File: src/rtl/fifo_pop_reader.sv
// fifo_pop_reader: drains a push/pop circular-pointer FIFO and re-presents its
// entries on a valid/ready stream through a 2-entry skid buffer. It sustains
// one pop per cycle while the sink is ready and holds data under back-pressure.
//
// Optional feature: define FIFO_POP_READER_FLUSH_EN to add the 'flush' input.
// While flush=1, the FIFO is drained, the popped data is discarded and
// m_valid is forced low.
//
// Ports:
//   clk        clock; all state updates on posedge
//   rst        synchronous reset, active-high
//   flush      (FIFO_POP_READER_FLUSH_EN only) discard buffer and drain FIFO
//   fifo_empty FIFO empty flag
//   fifo_data  FIFO head entry, combinational, valid when fifo_empty=0
//   fifo_pop   pop strobe to the FIFO (combinational)
//   m_valid    stream data valid
//   m_ready    stream sink ready
//   m_data     stream data, oldest buffered entry
//   out_count  stream transfers since reset, wrapping
module fifo_pop_reader #(
  parameter int unsigned WIDTH  = 8,
  parameter int unsigned CNTWID = 16
) (
  input  logic              clk,
  input  logic              rst,
`ifdef FIFO_POP_READER_FLUSH_EN
  input  logic              flush,
`endif
  input  logic              fifo_empty,
  input  logic [WIDTH-1:0]  fifo_data,
  output logic              fifo_pop,
  output logic              m_valid,
  input  logic              m_ready,
  output logic [WIDTH-1:0]  m_data,
  output logic [CNTWID-1:0] out_count
);

  // Buffer occupancy.
  typedef enum logic [1:0] {
    ST_EMPTY = 2'd0,
    ST_ONE   = 2'd1,
    ST_TWO   = 2'd2
  } state_t;

  state_t           state;
  logic             valid_q;
  logic [WIDTH-1:0] slot0;
  logic [WIDTH-1:0] slot1;
  logic             flush_c;
  logic             xfer;

`ifdef FIFO_POP_READER_FLUSH_EN
  // Flush hides the buffered head so no transfer can happen in that cycle.
  assign flush_c = flush;
  assign m_valid = valid_q & ~flush;
`else
  assign flush_c = 1'b0;
  assign m_valid = valid_q;
`endif

  assign m_data = slot0;
  assign xfer   = m_valid & m_ready;

  // Pop whenever there is room now or room is being made by a transfer;
  // during flush pop unconditionally so the FIFO drains.
  assign fifo_pop = ~rst & ~fifo_empty & (flush_c | (state != ST_TWO) | xfer);

  // Skid buffer state machine; fifo_data is captured on the edge that pops it.
  always_ff @(posedge clk) begin
    if (rst) begin
      state     <= ST_EMPTY;
      valid_q   <= 1'b0;
      slot0     <= '0;
      slot1     <= '0;
      out_count <= '0;
    end else if (flush_c) begin
      state   <= ST_EMPTY;
      valid_q <= 1'b0;
    end else begin
      if (xfer) begin
        out_count <= out_count + CNTWID'(1);
      end
      case (state)
        ST_EMPTY: begin
          if (fifo_pop) begin
            slot0   <= fifo_data;
            state   <= ST_ONE;
            valid_q <= 1'b1;
          end
        end
        ST_ONE: begin
          if (fifo_pop && xfer) begin
            slot0 <= fifo_data;
          end else if (fifo_pop) begin
            slot1 <= fifo_data;
            state <= ST_TWO;
          end else if (xfer) begin
            state   <= ST_EMPTY;
            valid_q <= 1'b0;
          end
        end
        ST_TWO: begin
          // A pop only occurs here together with a transfer.
          if (xfer) begin
            slot0 <= slot1;
            if (fifo_pop) begin
              slot1 <= fifo_data;
            end else begin
              state <= ST_ONE;
            end
          end
        end
        default: begin
          state   <= ST_EMPTY;
          valid_q <= 1'b0;
        end
      endcase
    end
  end

endmodule
File: config.mk
export PLATFORM = sky130hd
export DESIGN_NAME = fifo_pop_reader
export DESIGN_NICKNAME = d
export VERILOG_FILES = /design/src/rtl/fifo_pop_reader.sv
export SDC_FILE = /design/constraint.sdc
export NUM_CORES = 1
export LEC_CHECK = 0
export BUFFER_PORTS_ARGS = -buffer_cell sky130_fd_sc_hd__buf_2
export CORE_AREA = 2 2 70 72
export CTS_CLUSTER_DIAMETER = 50
export DETAILED_ROUTE_END_ITERATION = 8
export DIE_AREA = 0 0 72 74
export GPL_ROUTABILITY_DRIVEN = 0
export GPL_TIMING_DRIVEN = 0
export REMOVE_ABC_BUFFERS = 1
export SLEW_MARGIN = 15
export SYNTH_ARGS = -nofsm -noshare
export SYNTH_HDL_FRONTEND = slang
export SYNTH_SLANG_ARGS = --single-unit
File: constraint.sdc
create_clock -name clk -period 5.51 [get_ports clk]
set_input_delay 1.653 -clock clk [delete_from_list [all_inputs] [get_ports clk]]
set_output_delay 1.653 -clock clk [all_outputs]
set_load 0.1 [all_outputs]
; Yosys cells after proc, flatten, opt, wreduce, memory -nomap -nowiden
; Index checks and enable logic that the tools add are counted.
[op_classes]
n_addsub = 1
multipliers = 0
div_mod_pow = 0
n_lt_le_gt_ge = 0
eq_ne = 11
n_shift = 0
n_mux = 20
bitwise_logic = 7
reduce_logical = 8
[ops]
columns = op, n
row1 = $mux W8, 6
row2 = $pmux W8 S3, 1
row3 = $add A16 B1 Y16 const B, 1
row4 = $ne A2 B2 Y1 const B, 8
row5 = $pmux W8 S2, 1
row6 = $mux W2, 6
row7 = $reduce_and A5 Y1, 2
row8 = $pmux W2 S3, 1
row9 = $mux W1, 4
row10 = $reduce_and A4 Y1, 1
row11 = $and A1 B1 Y1, 3
row12 = $ne A3 B3 Y1 const B, 1
row13 = $not A1 Y1, 3
row14 = $pmux W1 S3, 1
row15 = $reduce_and A3 Y1, 1
row16 = $reduce_bool A3 Y1, 1
row17 = $eq A2 B1 Y1 const B, 1
row18 = $eq A2 B2 Y1 const B, 1
row19 = $logic_not A2 Y1, 1
row20 = $reduce_bool A2 Y1, 1
row21 = $logic_and A1 B1 Y1, 1
row22 = $or A1 B1 Y1, 1
[word_totals]
reg_bits = 35
latch_bits = 0
ram_bits = 0
romBits = 0
out_inout_bits = 26
elab_cells = 52
n_memories = 0

; Depth between registers and ports, before layout
[logic_depth]
ltp_word = 6
ltp_mapped = 6
ltp_nobuf = 5

; Worst setup path after synthesis
; OpenSTA, ideal clock, no wires.
[synth_path]
kind = in2out
start = input m_ready
end = output fifo_pop
arrival_time_ns = 4.198
required_ns = 3.857
setup_slack_ns = -0.341
cell_stages = 5
n_path_buf = 2
path_cell_list = clkbuf_2 > and2_1 > clkbuf_1 > nor2_1 > nor3_1
[synth_between]
elab_chain_cells = 3
[synth_rtl]
columns = item, line
row1 = from (decl), 33  ; input logic m_ready,
row2 = $and A1 B1 Y1, 62  ; assign xfer = m_valid & m_ready;
row3 = $or A1 B1 Y1, 66  ; assign fifo_pop = ~rst & ~fifo_empty & (flush_c | (state != ST_TWO) | xfer);
row4 = $and A1 B1 Y1, 66
row5 = to (decl), 31  ; output logic fifo_pop,
; Every way passes these cells.

; Final worst setup path
; Same ends and word-level chain as after synthesis.

==> impl_metrics.env <==
export IMPL_cp_max_fo=9
export IMPL_synth_common_cells="dfxtp_1, nor2_1, a21oi_1"
export IMPL_grt_start_max_net_pins=38
export IMPL_drive_gt1_share_pct=23.1
export IMPL_cts_root_buffer="clkbuf_8"
export IMPL_synth_area_sq_um=1570
export IMPL_pin_count=38
export IMPL_finalPower_uw=562
export IMPL_dieHeight_um=74
export IMPL_syn_instance_count=181
export IMPL_ys_ff_latch=35
export IMPL_drtIter0Drc=75
export IMPL_grtUsageTotal_pct=13.4
export IMPL_die_w_um=72
export IMPL_vias=1366
export IMPL_synth_async_reset_ratio_pct=0
export IMPL_dpl_hpwl_mm=2.30
export IMPL_cts_setup_buffers=0
export IMPL_antenna_found_initial=0
export IMPL_cp_required_ps=3860
export IMPL_ys_types=37
export IMPL_clk_insertion_delay_late_ps=290
export IMPL_cts_buffers=5
export IMPL_dr_pass1_iters=4
export IMPL_cts_path_max_buffers=2
export IMPL_cp_start_kind="input port"
export IMPL_outcome="complete, no violations"
export IMPL_post_route_min_period_ps=4440
export IMPL_wl_per_cell_um=12.2
export IMPL_end_kind="primary output"
export IMPL_min_period_over_period_pct=80.6
export IMPL_synth_ff_type="dfxtp_1"
export IMPL_path_class="in2out"
export IMPL_cts_tree="yes"
export IMPL_grt_pass1_wl_mm=5.46
export IMPL_antenna_cells=0
export IMPL_cts_sinks=35
export IMPL_post_route_drc_count=0
export IMPL_routed_wl_mm=3.30
export IMPL_vdd_drop_max_mv=0.0745
export IMPL_grt_overflow=0
export IMPL_final_instance_count_excl_fill=270
export IMPL_fin_setup_tns_ps=0
export IMPL_portBuffers=37
export IMPL_fmax_mhz=225
export IMPL_nFillCells=485
export IMPL_synth_top_cell_area_share_pct=44.6
export IMPL_ctsResizeCount=0
export IMPL_avgViaCountPerCell=5.06
export IMPL_worst_slew_pin_slew_ps=703
export IMPL_hp_class="reg2reg"
export IMPL_hold_buffers=0
export IMPL_synth_area_leaders="dfxtp_1, nor2_1, mux2i_1, a21oi_1, xnor2_1"
export IMPL_grt_pass1_vias=1171
export IMPL_worstPathArrival_ps=2790
export IMPL_dp_cells=262
export IMPL_hold_ws_ps=475
export IMPL_ys_seq_area_share_pct=44.6
export IMPL_coreArea_sq_um=4600
export IMPL_powerDensity_nw_per_um2=301
export IMPL_max_cap_violations=0
export IMPL_synth_edff_count=0
export IMPL_num_rows=25
export IMPL_die_area_sq_um=5330
export IMPL_setup_slack_ps=1070
export IMPL_relSlewSlack_pct=53.1
export IMPL_synth_area_leader_cell="dfxtp_1"
export IMPL_post_place_ws_ps=1050
export IMPL_synth_avg_cell_area_sq_um=8.68
export IMPL_finalSetupViolCount=0
export IMPL_drv_slew=0
export IMPL_clkTransAtPathRegs_ps=70
export IMPL_antenna_left=0
export IMPL_initial_core_util_pct=34.1
export IMPL_htree_levels=2
export IMPL_skew_ps=5.97
export IMPL_p_leak_uw=0.000776
export IMPL_fin_nets=228
export IMPL_area_growth_pct=18.6
export IMPL_final_hold_viol_count=0
export IMPL_yosysMostFrequentCell="dfxtp_1"
export IMPL_yosysWarnings=0
export IMPL_rsz0062_at_grt="false"
-- worst max-delay path: stages --
cell and delay [ps]:
buf_2 160, and2_1 260, nor2_1 60, nor3_1 190, buf_2 470
-- flip-flops by register name, indices dropped and copies added, names as in the netlist --
signal     flops
out_count     16
slot1          8
state          2
m_valid        1
m_data         8
-- through the flow --
| stage | area [sq um] | utilization, % |
|---|---|---|
| after global routing | 1860 | 40.5 |
| after floorplan | 1530 | - |
| after CTS | 1860 | 40.5 |
| after detailed placement | 1780 | 38.7 |
| after global placement | 1780 | 38.7 |
| final | 1860 | 40.5 |
-- final timing paths --
kind / slack [ps] / from / cells past startpoint / end
worst max-delay path: 1070 / m_ready / 5 / fifo_pop
worst min-delay path: 470 / slot1[2]$_SDFFE_PP0P_ / 2 / slot1[2]$_SDFFE_PP0P_
worst max register to register: 3520 / state[1]$_SDFFE_PP0P_ / 4 / m_data[5]$_SDFFE_PP0P_
worst min register to register: 470 / slot1[2]$_SDFFE_PP0P_ / 2 / slot1[2]$_SDFFE_PP0P_
-- per-layer routing --
| layer | GRT usage (%) | vias to the layer above | part of all wire (%) |
|---|---|---|---|
| met2 | 20.2 | 24 | 47 |
| met1 | 17.3 | 626 | 47 |
| met5 | 0 | - | 0 |
| met4 | 7.55 | 0 | 2.5 |
| met3 | 4.07 | 7 | 3.8 |
| li1 | - | 709 | - |
-- final cells by class --
cell class                      instances  area [sq um]  share of cell area [%]
Clock buffer                            7          76.3                    4.10
Clock inverter                          1          5.00                   0.269
Inverter                                2          7.51                   0.403
Multi-Input combinational cell        134           821                    44.1
Sequential cell                        35           701                    37.6
Tap cell                               54          67.6                    3.63
Timing Repair Buffer                   37           185                    9.94
-- layout by cell type (no fill, tap or decap), drive strengths merged, types with 8 or more instances in the layout --
master,netlist,final
nand3,11,11
xnor2,8,8
buf,5,37
a21oi,15,15
nor2,25,25
nand2,12,12
dfxtp,35,35
mux2i,9,9
a211oi,8,8
o21ai,10,10
-- cell families after synthesis --
logic type                 after synthesis  synth area share [%]
xor gates and xnor gates                12                  6.69
adders and majority gates                1                 0.797
AOI/OAI and AO/OA                       41                  16.2
muxes                                    9                  5.74
and+or+nand+nor                         71                  22.9
DFF                                     35                  44.6
buffers and inverters                   12                  3.11
-- power breakdown --
part / internal (uW) / leakage (uW) / switching (uW)
Clock: 88.6 / 0.0000422 / 88.5
Sequential: 264 / 0.000284 / 8.15
Combinational: 25.3 / 0.000449 / 86.9
(Power assumes the default switching activity.)
